### config.mk
export PLATFORM = sky130hd
export DESIGN_NAME = instruction_fetch
export DESIGN_NICKNAME = d
export VERILOG_FILES = /design/src/rtl/instruction_fetch.sv
export SDC_FILE = /design/constraint.sdc
export NUM_CORES = 1
export LEC_CHECK = 0
export BUFFER_PORTS_ARGS = -buffer_cell sky130_fd_sc_hd__buf_4
export CORE_AREA = 10 10 129 131
export CTS_CLUSTER_SIZE = 20
export DETAILED_ROUTE_END_ITERATION = 8
export DIE_AREA = 0 0 139 141
export GPL_ROUTABILITY_DRIVEN = 1
export PLACE_DENSITY_LB_ADDON = 0.25
export SYNTH_ARGS = -nofsm -noshare
export SYNTH_HDL_FRONTEND = slang
export SYNTH_SLANG_ARGS = --single-unit
### constraint.sdc
create_clock -name clk -period 2.4 [get_ports clk]
set_clock_uncertainty 0.05 [all_clocks]
set_input_delay 0.24 -clock clk [delete_from_list [all_inputs] [get_ports clk]]
set_output_delay 0.24 -clock clk [all_outputs]
set_load 0.05 [all_outputs]
### src/rtl/instruction_fetch.sv
// Fetch stage of the 5-stage RV32I pipeline: owns the PC, drives the
// combinational instruction memory and registers the fetched word into IF/ID.
module instruction_fetch #(
  parameter logic [31:0] RESET_PC   = 32'h0000_0000,
  parameter logic [31:0] NOP_INSTR  = 32'h0000_0013,
  parameter logic [31:0] HALT_INSTR = 32'h0010_0073,
  parameter int unsigned CNT_W      = 32
) (
  input  logic             clk,
  input  logic             reset,
  output logic [31:0]      imem_addr,
  input  logic [31:0]      imem_rdata,
  input  logic             stall,
  input  logic             redirect_valid,
  input  logic [31:0]      redirect_target,
  output logic             if_id_valid,
  output logic [31:0]      if_id_instr,
  output logic [31:0]      if_id_pc,
  output logic [31:0]      if_id_pc_plus4,
  output logic             halted,
  output logic [CNT_W-1:0] fetch_count
);

  localparam int unsigned XLEN = 32;

  typedef enum logic [1:0] {
    BOOT = 2'd0,
    RUN  = 2'd1,
    HALT = 2'd2
  } state_t;

  state_t            state_q, state_d;
  logic [XLEN-1:0]   pc_q, pc_d;
  logic [XLEN-1:0]   pc_plus4;
  logic              valid_d;
  logic [XLEN-1:0]   instr_d;
  logic [XLEN-1:0]   id_pc_d;
  logic [XLEN-1:0]   id_pc_plus4_d;
  logic              halted_d;
  logic [CNT_W-1:0]  count_d;

  // Redirect targets are word aligned; the low bits carry no information.
  logic unused_target_lsbs;
  assign unused_target_lsbs = &{1'b0, redirect_target[1:0]};

  // The memory address is the PC itself, with nothing else on the path.
  assign imem_addr = pc_q;
  assign pc_plus4  = pc_q + XLEN'(4);

  // State and pipeline register update; reset is synchronous.
  always_ff @(posedge clk) begin
    if (reset) begin
      state_q        <= BOOT;
      pc_q           <= RESET_PC;
      if_id_valid    <= 1'b0;
      if_id_instr    <= NOP_INSTR;
      if_id_pc       <= '0;
      if_id_pc_plus4 <= '0;
      halted         <= 1'b0;
      fetch_count    <= '0;
    end else begin
      state_q        <= state_d;
      pc_q           <= pc_d;
      if_id_valid    <= valid_d;
      if_id_instr    <= instr_d;
      if_id_pc       <= id_pc_d;
      if_id_pc_plus4 <= id_pc_plus4_d;
      halted         <= halted_d;
      fetch_count    <= count_d;
    end
  end

  // Next-state and next-register values: redirect > stall > state action.
  always_comb begin
    state_d       = state_q;
    pc_d          = pc_q;
    valid_d       = if_id_valid;
    instr_d       = if_id_instr;
    id_pc_d       = if_id_pc;
    id_pc_plus4_d = if_id_pc_plus4;
    halted_d      = halted;
    count_d       = fetch_count;

    if (redirect_valid) begin
      pc_d     = {redirect_target[31:2], 2'b00};
      valid_d  = 1'b0;
      instr_d  = NOP_INSTR;
      state_d  = RUN;
      halted_d = 1'b0;
    end else if (!stall) begin
      case (state_q)
        BOOT: begin
          valid_d = 1'b0;
          state_d = RUN;
        end
        RUN: begin
          valid_d       = 1'b1;
          instr_d       = imem_rdata;
          id_pc_d       = pc_q;
          id_pc_plus4_d = pc_plus4;
          pc_d          = pc_plus4;
          count_d       = fetch_count + CNT_W'(1);
          if (imem_rdata == HALT_INSTR) begin
            state_d  = HALT;
            halted_d = 1'b1;
          end
        end
        HALT: begin
          valid_d  = 1'b0;
          instr_d  = NOP_INSTR;
          halted_d = 1'b1;
        end
        default: begin
          state_d = BOOT;
        end
      endcase
    end
  end

endmodule

==> metrics.md, run 1 <==
| Metric | Value |
|---|---|
| Worst-case setup slack after placement | 60.3 ps |
| Die Span X | 139 um |
| H-Tree Depth | 4 |
| Max-slew violation count | 0 |
| Top cells by instance count after synthesis | 158 x sky130_fd_sc_hd__dfxtp_1, 126 x sky130_fd_sc_hd__nor2_1, 100 x sky130_fd_sc_hd__nand2_1 |
| Clock-pin slew of the registers on the worst-case setup and hold paths | 60 ps |
| Switching portion of total power | 0.254 |
| Half-perimeter wire length after detailed placement | 15.4 mm |
| Dominant cell by count in the synthesized netlist | sky130_fd_sc_hd__dfxtp_1 |
| Most used routing layer in global routing | met2 |
| Biggest area consumer among synthesized cells | sky130_fd_sc_hd__dfxtp_1 |
| CTS root buffer | sky130_fd_sc_hd__clkbuf_16 |
| DR iter-0 viols | 400 |
| Worst Path Class, Setup | flip-flop to flip-flop |
| Max transition margin | 0.505 |
| Met2 usage in global routing | 0.350 |
| Sinks on the clock net | 158 |
| Count of inserted antenna diode cells | 0 |
| Core outline area | 14200 sq um |
| Area of the mapped netlist | 7090 sq um |
| Worst slew pin tran | 742 ps |
| Post-route minimum period | 2220 ps |
| Met3 Use GR | 0.0773 |
| Classification of the worst-slack hold path | input pin to flip-flop |
| Average footprint of a synthesized cell | 8.39 sq um |
| Aggregate global routing overflow | 0 |
| #FFs+latches synth | 158 |
| Fraction of the yosys area taken by sequential cells | 0.446 |
| Number of placement rows | 44 |
| Via Count | 6762 |
| Starting density of the core | 0.499 |
| 1st-pass router iterations | 5 |
| Num CTS Buffers | 17 |
| Placed inst area | 8940 sq um |
| Vias per cell | 5.43 |
| Leak | 3.79 nW |
| Yosys warns | 0 |
| Number of antenna violations at the first check in global routing | 0 |
| Pin count of the biggest net entering global routing | 93 |
| Height of the chip | 141 um |
| Number of inserted filler cells in the final layout | 1228 |
| Post-Layout Inst Area | 9670 sq um |
| Maximum number of buffers from clock root to sink | 2 |
| Clock latency of the later-clocked register in the worst-skew pair | 430 ps |
| Worst VDD drop | 0.000494 V |
| Part of the total power dissipated in combinational logic | 0.138 |
| Flip-flop cell with the highest count after synthesis | sky130_fd_sc_hd__dfxtp_1 |
| WL final | 21.6 mm |
| Area delta synth->final | 36.5% |
| Number of flops mapped to enable cells by yosys | 0 |
| Drt wl/cell | 17.3 um |
| Unique cell type count in the Yosys netlist | 51 |
| Via count of the first global-routing pass | 6675 |
| Min setup slack post-route | 180 ps |
| Worst path required time | 2640 ps |
| Final clock period utilization by the worst path | 0.925 |
| Dominant cells by area after synthesis | sky130_fd_sc_hd__dfxtp_1 45%, sky130_fd_sc_hd__xnor2_1 7.0%, sky130_fd_sc_hd__nor2_1 6.7% |
| Wire length of the first global-routing pass | 34.3 mm |
| Critical Path End Type | flip-flop |
| Detailed-route DRC error count | 0 |
| Antenna violation net count after detailed routing | 0 |
| Result of the run | finished clean |
| Startpoint kind of the worst setup timing path | flip-flop |
| Port Buf Inserts | 221 |
| Die footprint | 19600 sq um |
| Final Wtd Congestion | 0.879 |
| Signal arrival time at the worst endpoint | 2460 ps |
| Power per cell area | 698 nW/um^2 |
| Cell-internal power | 5.04 mW |
| Global-route usage over all layers | 0.210 |
| Layout cells sized above 1 | 0.282 |
| GR Layer Usage met1 | 0.245 |
| Reported max-cap violation count | 0 |
| Async set-or-reset flop fraction in the synthesized netlist | 0 |
| TritonCTS clock tree | done |
| Maximum fanout along the worst path | 11 |
| Setup violation total in the final timing report | 0 |
| Final count of hold timing violations | 0 |
| Share of power burned in registers | 0.414 |
| Net Switching | 1.72 mW |
| Final #Nets | 1128 |
| Portion of synthesized cell area occupied by the leading cell type | 0.446 |
| Count of pins on the block boundary | 230 |
| Clk pwr share | 0.449 |
| Synthesized instance count | 845 |
| Timing-limited maximum frequency | 450 MHz |
area by class of cell:
type / count / area, sq um / area share
multi-input combinational: 608 / 3610 / 0.374
sequential: 158 / 3170 / 0.327
timing repair buffer: 256 / 1960 / 0.203
clock buffer: 21 / 470 / 0.0486
tap: 184 / 230 / 0.0238
clock inverter: 7 / 185 / 0.0191
inverter: 12 / 45.0 / 0.00466
timing repair:
item / 4_1_cts / 5_1_grt
resized for setup: 0 / 11
setup buffers: 0 / 1
setup endpoints to repair: 0 / 13
endpoints found under the hold margin: 2 / 0
hold buffers: 2 / 0
critical path, cell delays in order (launching register included):
cell and delay [ps]:
sky130_fd_sc_hd__dfxtp_1 340, sky130_fd_sc_hd__inv_1 110, sky130_fd_sc_hd__ha_1 200, sky130_fd_sc_hd__or3b_4 410, sky130_fd_sc_hd__or3_4 440, sky130_fd_sc_hd__nor4_2 320
sky130_fd_sc_hd__xnor2_1 150, sky130_fd_sc_hd__nor2_1 50
layer usage:
layer  routed length, um  part of all wire  vias up
li1                    -                 -     3352
met1                9080              0.42     3183
met2               10500              0.49      200
met3                1640             0.076       27
met4                 396             0.018        0
met5                   0                 0        -
through the flow:
step / power, mW / cells / hold slack [ps] / setup TNS (ps) / util
floorplan: 3.44 / 850 / 333 / 0 / -
global placement: 3.77 / 1215 / 392 / 0 / 0.629
detailed placement: 3.78 / 1215 / 397 / 0 / 0.629
CTS: 6.78 / 1245 / 1.83 / 0 / 0.677
global route: 6.98 / 1246 / 12.7 / -6.98 / 0.681
finish: 6.76 / 1246 / 8.00 / 0 / 0.681
flip-flops by register name, summed over array words and instances, names as in the netlist:
| signal | flops |
|---|---|
| if_id_pc | 30 |
| if_id_valid | 1 |
| imem_addr | 30 |
| state_q | 2 |
| fetch_count | 32 |
| if_id_pc_plus4 | 30 |
| if_id_instr | 32 |
| halted | 1 |
power groups by stage:
stage | clock network [mW] | registers [mW] | logic, mW
6_report | 3.03 | 2.80 | 0.930
5_1_grt | 3.18 | 2.81 | 0.990
3_3_place_gp | 0 | 2.85 | 0.919
3_5_place_dp | 0 | 2.85 | 0.925
2_1_floorplan | 0 | 3.11 | 0.336
4_1_cts | 3.06 | 2.79 | 0.931
placed cells by master (no fill, tap or decap), drive strengths merged, types with 21 or more instances in the layout:
cell type / instances
a211oi: 44
a21oi: 43
a22oi: 29
buf: 254
clkbuf: 21
dfxtp: 158
nand2: 100
nand3: 25
nand4: 21
nor2: 126
nor3: 23
nor4: 31
xnor2: 57
xor2: 24
logic make-up (layout without fill, tap and decap cells):
| family | count (synthesis) | count (layout) | synth area share |
|---|---|---|---|
| simple gates | 374 | 374 | 0.255 |
| flops | 158 | 158 | 0.446 |
| buf+inv | 84 | 296 | 0.0528 |
| mux | 4 | 4 | 0.00565 |
| xor+xnor | 81 | 81 | 0.100 |
| fa+ha+maj | 7 | 7 | 0.0124 |
| compound gates | 136 | 136 | 0.127 |
| other cells | 1 | 6 | 0.000529 |
final timing paths:
check             cells past startpoint  slack (ps)               start               to
setup / recovery                      7         180          state_q[1]  fetch_count[31]
hold / removal                        3           8  redirect_target[3]     imem_addr[3]
setup reg to reg                      7         180          state_q[1]  fetch_count[31]
hold reg to reg                       2         400        if_id_pc[10]     if_id_pc[10]
Note: power is estimated with default switching activity, not from simulation.
==> inputs of run 2 (changes only) <==
==> constraint.sdc (replaced) <==
create_clock -name clk -period 2.2 [get_ports clk]
set_clock_uncertainty 0.05 [all_clocks]
set_input_delay 0.22 -clock clk [delete_from_list [all_inputs] [get_ports clk]]
set_output_delay 0.22 -clock clk [all_outputs]
set_load 0.05 [all_outputs]
==> metrics.md, run 2 (synthesized netlist as in run 1, its figures left out) <==
| Metric | Value |
|---|---|
| Result of the run | finished clean |
| Crit-path most repeated cell | sky130_fd_sc_hd__buf_4 |
| Area occupied by registers | 3190 sq um (+0.75%) |
| Number of placement rows | 44 (unchanged) |
| Max-slew violation count | 0 (unchanged) |
| Aggregate global routing overflow | 0 (unchanged) |
| Maximum fanout along the worst path | 5 (-6) |
| Worst path required time | 2440 ps (-200 ps) |
| Die Span X | 139 um (unchanged) |
| Final count of hold timing violations | 0 (unchanged) |
| CTS root buffer | sky130_fd_sc_hd__clkbuf_16 |
| Max transition margin | 0.523 (+0.0187) |
| Clock-pin slew of the registers on the worst-case setup and hold paths | 60 ps (about the same) |
| Worst VDD drop | 0.000513 V (+3.9%) |
| Area delta synth->final | 40.9% |
| Cell family with most CP delay | simple AND/OR/NAND/NOR gates |
| Maximum number of buffers from clock root to sink | 2 (unchanged) |
| Post-Layout Inst Area | 9990 sq um (+3.2%) |
| Cell with the biggest individual delay on the critical path | sky130_fd_sc_hd__or3b_4 |
| Antenna violation net count after detailed routing | 0 (unchanged) |
| Final Wtd Congestion | 0.868 (-1.2%) |
| Leak | 3.96 nW (+4.7%) |
| WL final | 22.4 mm (+3.5%) |
| Total area of multi-input combinational cells | 3610 sq um (about the same) |
| Height of the chip | 141 um (unchanged) |
| TritonCTS clock tree | done |
| Num CTS Buffers | 17 (unchanged) |
| Count of inserted antenna diode cells | 0 (unchanged) |
| Detailed-route DRC error count | 0 (unchanged) |
| Leading cell type in the layout, fill and taps excluded | sky130_fd_sc_hd__buf_4 |
| Count of pins on the block boundary | 230 (unchanged) |
| Starting density of the core | 0.499 (unchanged) |
| Number of antenna violations at the first check in global routing | 0 (unchanged) |
| Wire length of the first global-routing pass | 35.8 mm (+4.2%) |
| Final #Nets | 1174 (+4.1%) |
| Drt wl/cell | 17.3 um (-0.42%) |
| Port Buf Inserts | 221 (unchanged) |
| Vias per cell | 5.34 (-1.6%) |
| Worst slew pin tran | 712 ps (-29.6 ps) |
| Buffers plus inverters on the worst setup path | 3 (+2) |
| Placed inst area | 9140 sq um (+2.3%) |
| Global-route usage over all layers | 0.219 (+0.00821) |
| Die footprint | 19600 sq um (unchanged) |
| Largest stage delay on the critical path | 410 ps (-30 ps) |
| Signal arrival time at the worst endpoint | 2330 ps (-130 ps) |
| Final clock period utilization by the worst path | 0.951 (+0.0257) |
| Via Count | 6917 (+2.3%) |
| Post-route minimum period | 2090 ps (-128 ps) |
| Layout cells sized above 1 | 0.307 (+0.0244) |
| Leading cell types in the layout, fill and taps excluded | 273 x sky130_fd_sc_hd__buf_4, 139 x sky130_fd_sc_hd__dfxtp_1, 126 x sky130_fd_sc_hd__nor2_1 |
| Half-perimeter wire length after detailed placement | 15.9 mm (+3.0%) |
| Setup violation total in the final timing report | 0 (unchanged) |
| Timing-limited maximum frequency | 478 MHz (+6.1%) |
| Reported max-cap violation count | 0 (unchanged) |
| DR iter-0 viols | 435 (+8.8%) |
| Startpoint kind of the worst setup timing path | flip-flop |
| Classification of the worst-slack hold path | input pin to flip-flop |
| Cell Chain, Critical Path | inv_1, ha_1, or3b_4, buf_4, nor4_2, buf_4, and3_1, xnor2_1, nor2_1 |
| Sinks on the clock net | 158 (unchanged) |
| Leading registers by flop count | fetch_count: 32 flops, if_id_instr: 32 flops |
| Worst Path Class, Setup | flip-flop to flip-flop |
| Number of inserted filler cells in the final layout | 1178 (-4.1%) |
| Core utilization of the finished layout | 0.703 (+0.0221) |
| Critical Path End Type | flip-flop |
| Pin count of the biggest net entering global routing | 59 (-37%) |
| 1st-pass router iterations | 5 (unchanged) |
| Via count of the first global-routing pass | 6868 (+2.9%) |
| Core outline area | 14200 sq um (unchanged) |
| Power per cell area | 691 nW/um^2 (-1.1%) |
| Clock latency of the later-clocked register in the worst-skew pair | 420 ps (about the same) |
| Post-Route Hold Slack | 5.69 ps (-2.31 ps) |
| H-Tree Depth | 4 (unchanged) |
## run 2: changes by cell type in the layout (fill, tap and decap cells not counted), moves of 2 or more
cell	previous run	this run
sky130_fd_sc_hd__buf_4	251	273
sky130_fd_sc_hd__clkinv_2	1	4
sky130_fd_sc_hd__clkinv_4	0	3
sky130_fd_sc_hd__clkinvlp_4	0	2
sky130_fd_sc_hd__bufinv_16	6	1
sky130_fd_sc_hd__dlygate4sd3_1	2	24
sky130_fd_sc_hd__dfxtp_1	156	139
sky130_fd_sc_hd__dfxtp_2	2	18
sky130_fd_sc_hd__nor4_2	7	5
## run 2: tightest hold or removal path: cells and delay by family
kind / cells / cell delay [ps]
buffers and inverters: 1 / 80
and+or+nand+nor: 1 / 80
AOI/OAI and AO/OA: 1 / 60
## run 2: worst paths after layout
kind / start / to / slack [ps] / cells past startpoint
max: state_q[1] / fetch_count[11] / 110 / 9
min: imem_rdata[20] / if_id_instr[20] / 6 / 3
max reg2reg: state_q[1] / fetch_count[11] / 110 / 9
min reg2reg: if_id_pc[17] / if_id_pc[17] / 400 / 2
## run 2: final cells by class
| type | instances | share of cell area |
|---|---|---|
| flip-flops and latches | 158 | 0.319 |
| well taps | 184 | 0.0230 |
| inverters | 12 | 0.00451 |
| clock inverters | 10 | 0.00914 |
| clock buffers | 21 | 0.0461 |
| repair buffers | 301 | 0.236 |
| multi-input cells | 609 | 0.362 |
## run 2: metrics by stage
stage | setup WS, ps | TNS, ps | total power [mW] | cells
floorplan | -7.81 | -12.1 | 3.76 | 850
global placement | -24.6 | -24.6 | 4.13 | 1236
detailed placement | -101 | -146 | 4.14 | 1236
CTS | 61.1 | 0 | 6.95 | 1292
global route | -36.9 | -36.9 | 7.15 | 1295
finish | 109 | 0 | 6.90 | 1295
## run 2: layer usage
metal	part of all wire	GRT usage	wire, um	vias to the layer above
li1	-	-	-	3445
met1	0.42	0.260	9440	3230
met5	0	0	0	-
met4	0.020	0.0752	437	0
met3	0.075	0.0746	1680	32
met2	0.48	0.361	10800	210
## run 2: timing repair
| action | in CTS | in global routing |
|---|---|---|
| setup buffers | 0 | 3 |
| hold buffers | 24 | 0 |
| endpoints found under the hold margin | 24 | 0 |
| pin swaps | 1 | 1 |
| endpoints found under the setup margin | 4 | 16 |
| cloned | 1 | 0 |
| resized for setup | 2 | 3 |
## run 2: where the power goes
part           internal, mW  switching, mW
sequential             2.95         0.0861
combinational         0.396          0.687
clock                  1.61           1.17
==> inputs of run 3 (changes only) <==
--- a/config.mk
+++ b/config.mk
@@ -5,11 +5,12 @@
 export SDC_FILE = /design/constraint.sdc
 export NUM_CORES = 1
 export LEC_CHECK = 0
+export ABC_AREA = 1
 export BUFFER_PORTS_ARGS = -buffer_cell sky130_fd_sc_hd__buf_4
-export CORE_AREA = 10 10 129 131
+export CORE_AREA = 10 10 131 133
 export CTS_CLUSTER_SIZE = 20
 export DETAILED_ROUTE_END_ITERATION = 8
-export DIE_AREA = 0 0 139 141
+export DIE_AREA = 0 0 141 143
 export GPL_ROUTABILITY_DRIVEN = 1
 export PLACE_DENSITY_LB_ADDON = 0.25
 export SYNTH_ARGS = -nofsm -noshare
==> metrics.md, run 3 <==
| Metric | Value |
|---|---|
| XOR/XNOR share of the synthesized area | 0.00961 (-0.0905) |
| Antenna violation net count after detailed routing | 0 (unchanged) |
| Yosys warns | 0 (unchanged) |
| Final Wtd Congestion | 0.907 (+4.5%) |
| Port Buf Inserts | 221 (unchanged) |
| Worst VDD drop | 0.000545 V (+6.2%) |
| Met2 usage in global routing | 0.368 (+0.00700) |
| Dominant cells by area after synthesis | sky130_fd_sc_hd__dfxtp_1 43%, sky130_fd_sc_hd__nand2_1 14%, sky130_fd_sc_hd__a21oi_1 8.4% |
| GR Layer Usage met1 | 0.254 (-0.00612) |
| Die Span X | 141 um (+1.4%) |
| Flip-flop cell with the highest count after synthesis | sky130_fd_sc_hd__dfxtp_1 |
| Number of gates resized after CTS | 0 (-2) |
| Total negative slack for setup checks | 0 ps (unchanged) |
| Signal arrival time at the worst endpoint | 2320 ps (about the same) |
| Async set-or-reset flop fraction in the synthesized netlist | 0 (unchanged) |
| Fraction of the yosys area taken by sequential cells | 0.434 (-0.0125) |
| Area delta synth->final | 33.3% |
| Worst path required time | 2500 ps (+60 ps) |
| DR iter-0 viols | 505 (+16%) |
| Power per cell area | 717 nW/um^2 (+3.8%) |
| Final #Nets | 1349 (+15%) |
| Number of buffers inserted to repair setup after CTS | 0 (unchanged) |
| Final count of hold timing violations | 0 (unchanged) |
| Aggregate global routing overflow | 0 (unchanged) |
| Clock latency of the later-clocked register in the worst-skew pair | 430 ps (about the same) |
| Result of the run | finished clean |
| Via Count | 7638 (+10%) |
| Starting density of the core | 0.505 (+0.00652) |
| Share of synthesized cell area in full adder, half adder and majority cells | 0.0120 (-0.000346) |
| Timing-limited maximum frequency | 494 MHz (+3.4%) |
| TritonCTS clock tree | done |
| Post-route minimum period | 2020 ps (-68.9 ps) |
| Classification of the worst-slack hold path | input pin to flip-flop |
| Setup violation total in the final timing report | 0 (unchanged) |
| Num CTS Buffers | 17 (unchanged) |
| Worst slew pin tran | 892 ps (+180 ps) |
| Buffers plus inverters on the worst setup path | 3 (unchanged) |
| 1st-pass router iterations | 5 (unchanged) |
| Post-Route Hold Slack | 7.52 ps (+1.83 ps) |
| Portion of synthesized cell area occupied by the leading cell type | 0.434 (-0.0125) |
| Vias per cell | 5.20 (-2.7%) |
| Core outline area | 14400 sq um (+1.6%) |
| Total power of the final layout | 6.97 mW (+0.95%) |
| Biggest area consumer among synthesized cells | sky130_fd_sc_hd__dfxtp_1 |
| Synthesized instance count | 1061 (+26%) |
| Leak | 4.24 nW (+6.9%) |
| Layout cells sized above 1 | 0.226 (-0.0806) |
| Complex-gate fraction of the synthesized area | 0.156 (+0.0287) |
| Crit-path most repeated cell | sky130_fd_sc_hd__inv_1 |
| Leading registers by flop count | fetch_count: 32 flops, if_id_instr: 32 flops |
| Cell with the biggest individual delay on the critical path | sky130_fd_sc_hd__inv_1 |
| CTS root buffer | sky130_fd_sc_hd__clkbuf_16 |
| Wire length of the first global-routing pass | 36.3 mm (+1.6%) |
| Number of antenna violations at the first check in global routing | 0 (unchanged) |
| Via count of the first global-routing pass | 7249 (+5.5%) |
| Height of the chip | 143 um (+1.4%) |
| Mux cell area share after synthesis | 0 (-0.00565) |
| Startpoint kind of the worst setup timing path | flip-flop |
| Clock-pin slew of the registers on the worst-case setup and hold paths | 60 ps (about the same) |
| Top cells by instance count after synthesis | 266 x sky130_fd_sc_hd__nand2_1, 158 x sky130_fd_sc_hd__dfxtp_1, 123 x sky130_fd_sc_hd__a21oi_1, 123 x sky130_fd_sc_hd__inv_1, 94 x sky130_fd_sc_hd__nor2_1 |
| Number of flops mapped to enable cells by yosys | 0 (unchanged) |
| Detailed-route DRC error count | 0 (unchanged) |
| Maximum number of buffers from clock root to sink | 2 (unchanged) |
| Average footprint of a synthesized cell | 6.87 sq um (-18%) |
| Dominant cell by count in the synthesized netlist | sky130_fd_sc_hd__nand2_1 |
| Global-route usage over all layers | 0.220 (+0.000988) |
| Leading cell types in the layout, fill and taps excluded | 266 x sky130_fd_sc_hd__nand2_1, 233 x sky130_fd_sc_hd__buf_4, 158 x sky130_fd_sc_hd__dfxtp_1 |
| Maximum fanout along the worst path | 29 (+24) |
| Max-slew violation count | 0 (unchanged) |
| Drt wl/cell | 15.8 um (-8.7%) |
| Half-perimeter wire length after detailed placement | 17.0 mm (+7.0%) |
| Number of placement rows | 44 (unchanged) |
| Worst Path Class, Setup | flip-flop to flip-flop |
| Count of pins on the block boundary | 230 (unchanged) |
| Met3 Use GR | 0.0799 (+0.00536) |
| Die footprint | 20200 sq um (+2.9%) |
| Area of the mapped netlist | 7290 sq um (+2.9%) |
| Critical Path End Type | flip-flop |
| Leading cell type in the layout, fill and taps excluded | sky130_fd_sc_hd__nand2_1 |
| Pin count of the biggest net entering global routing | 54 (-8.5%) |
| Number of inserted filler cells in the final layout | 1289 (+9.4%) |
| Setup repair after global routing missed its margin | yes |
| Cell Chain, Critical Path | inv_1, ha_1, inv_1, nor2_1, inv_1, nand2_1, a21oi_1 |
| Most used routing layer in global routing | met2 |
| WL final | 23.2 mm (+3.6%) |
| Sinks on the clock net | 158 (unchanged) |
| Count of inserted antenna diode cells | 0 (unchanged) |
| Largest stage delay on the critical path | 660 ps (+250 ps) |
| Final clock period utilization by the worst path | 0.919 (-0.0313) |
| Cell family with most CP delay | buffers and inverters |
| Unique cell type count in the Yosys netlist | 35 (-31%) |
| #FFs+latches synth | 158 (unchanged) |
| Max transition margin | 0.404 (-0.119) |
| Largest family of logic cells by synthesized area | simple AND/OR/NAND/NOR gates |
| H-Tree Depth | 4 (unchanged) |
| Synthesized-area fraction occupied by and/or/nand/nor cells | 0.291 (+0.0358) |
| Reported max-cap violation count | 0 (unchanged) |
[run 3: cell families after synthesis]
group           Yosys count
xor+xnor                  8
flops                   158
other cells               1
simple gates            489
buf+inv                 179
compound gates          219
fa+ha+maj                 7
[run 3: final cells by class]
| cell class | instances | area, sq um | share of cell area |
|---|---|---|---|
| clock buffers | 20 | 437 | 0.0449 |
| clock inverters | 11 | 143 | 0.0147 |
| inverters | 130 | 488 | 0.0502 |
| multi-input cells | 729 | 3440 | 0.354 |
| flip-flops and latches | 158 | 3160 | 0.326 |
| well taps | 184 | 230 | 0.0237 |
| repair buffers | 238 | 1820 | 0.187 |
[run 3: routing by layer]
metal | vias up | routed length (um)
li1 | 3829 | -
met1 | 3484 | 9530
met2 | 287 | 11000
met3 | 38 | 2130
met4 | 0 | 466
met5 | - | 0
[run 3: path summary, 6_finish.rpt]
check                  from         endpoint  slack, ps  cells past startpoint
max              state_q[0]  if_id_instr[25]        180                      7
min          imem_rdata[28]  if_id_instr[28]          8                      3
max reg2reg      state_q[0]  if_id_instr[25]        180                      7
min reg2reg          halted           halted        400                      2
[run 3: timing repair]
item / in CTS / in global routing
endpoints found under the setup margin: 0 / 2
hold endpoints to repair: 3 / 0
hold buffers: 3 / 0
[run 3: power breakdown]
group / total [mW] / switching, mW / internal, mW
sequential: 3.03 / 0.0806 / 2.95
combinational: 0.983 / 0.674 / 0.309
clock: 2.95 / 1.18 / 1.77
total: 6.97 / 1.93 / 5.03
[run 3: worst reg2reg max path, stage by stage (launching register included)]
cell and delay, ps:
sky130_fd_sc_hd__dfxtp_1 360, sky130_fd_sc_hd__inv_1 100, sky130_fd_sc_hd__ha_1 320, sky130_fd_sc_hd__inv_1 80, sky130_fd_sc_hd__nor2_1 80, sky130_fd_sc_hd__inv_1 660
sky130_fd_sc_hd__nand2_1 140, sky130_fd_sc_hd__a21oi_1 170
[run 3: through the flow]
| step | instance area [sq um] | util | setup WS [ps] | instances |
|---|---|---|---|---|
| 3_3_place_gp | 9110 | 0.631 | 252 | 1436 |
| 6_report | 9720 | 0.674 | 177 | 1470 |
| 3_5_place_dp | 9110 | 0.631 | 197 | 1436 |
| 4_1_cts | 9720 | 0.674 | 160 | 1470 |
| 2_1_floorplan | 7310 | - | 198 | 1066 |
| 5_1_grt | 9720 | 0.674 | -38.9 | 1470 |
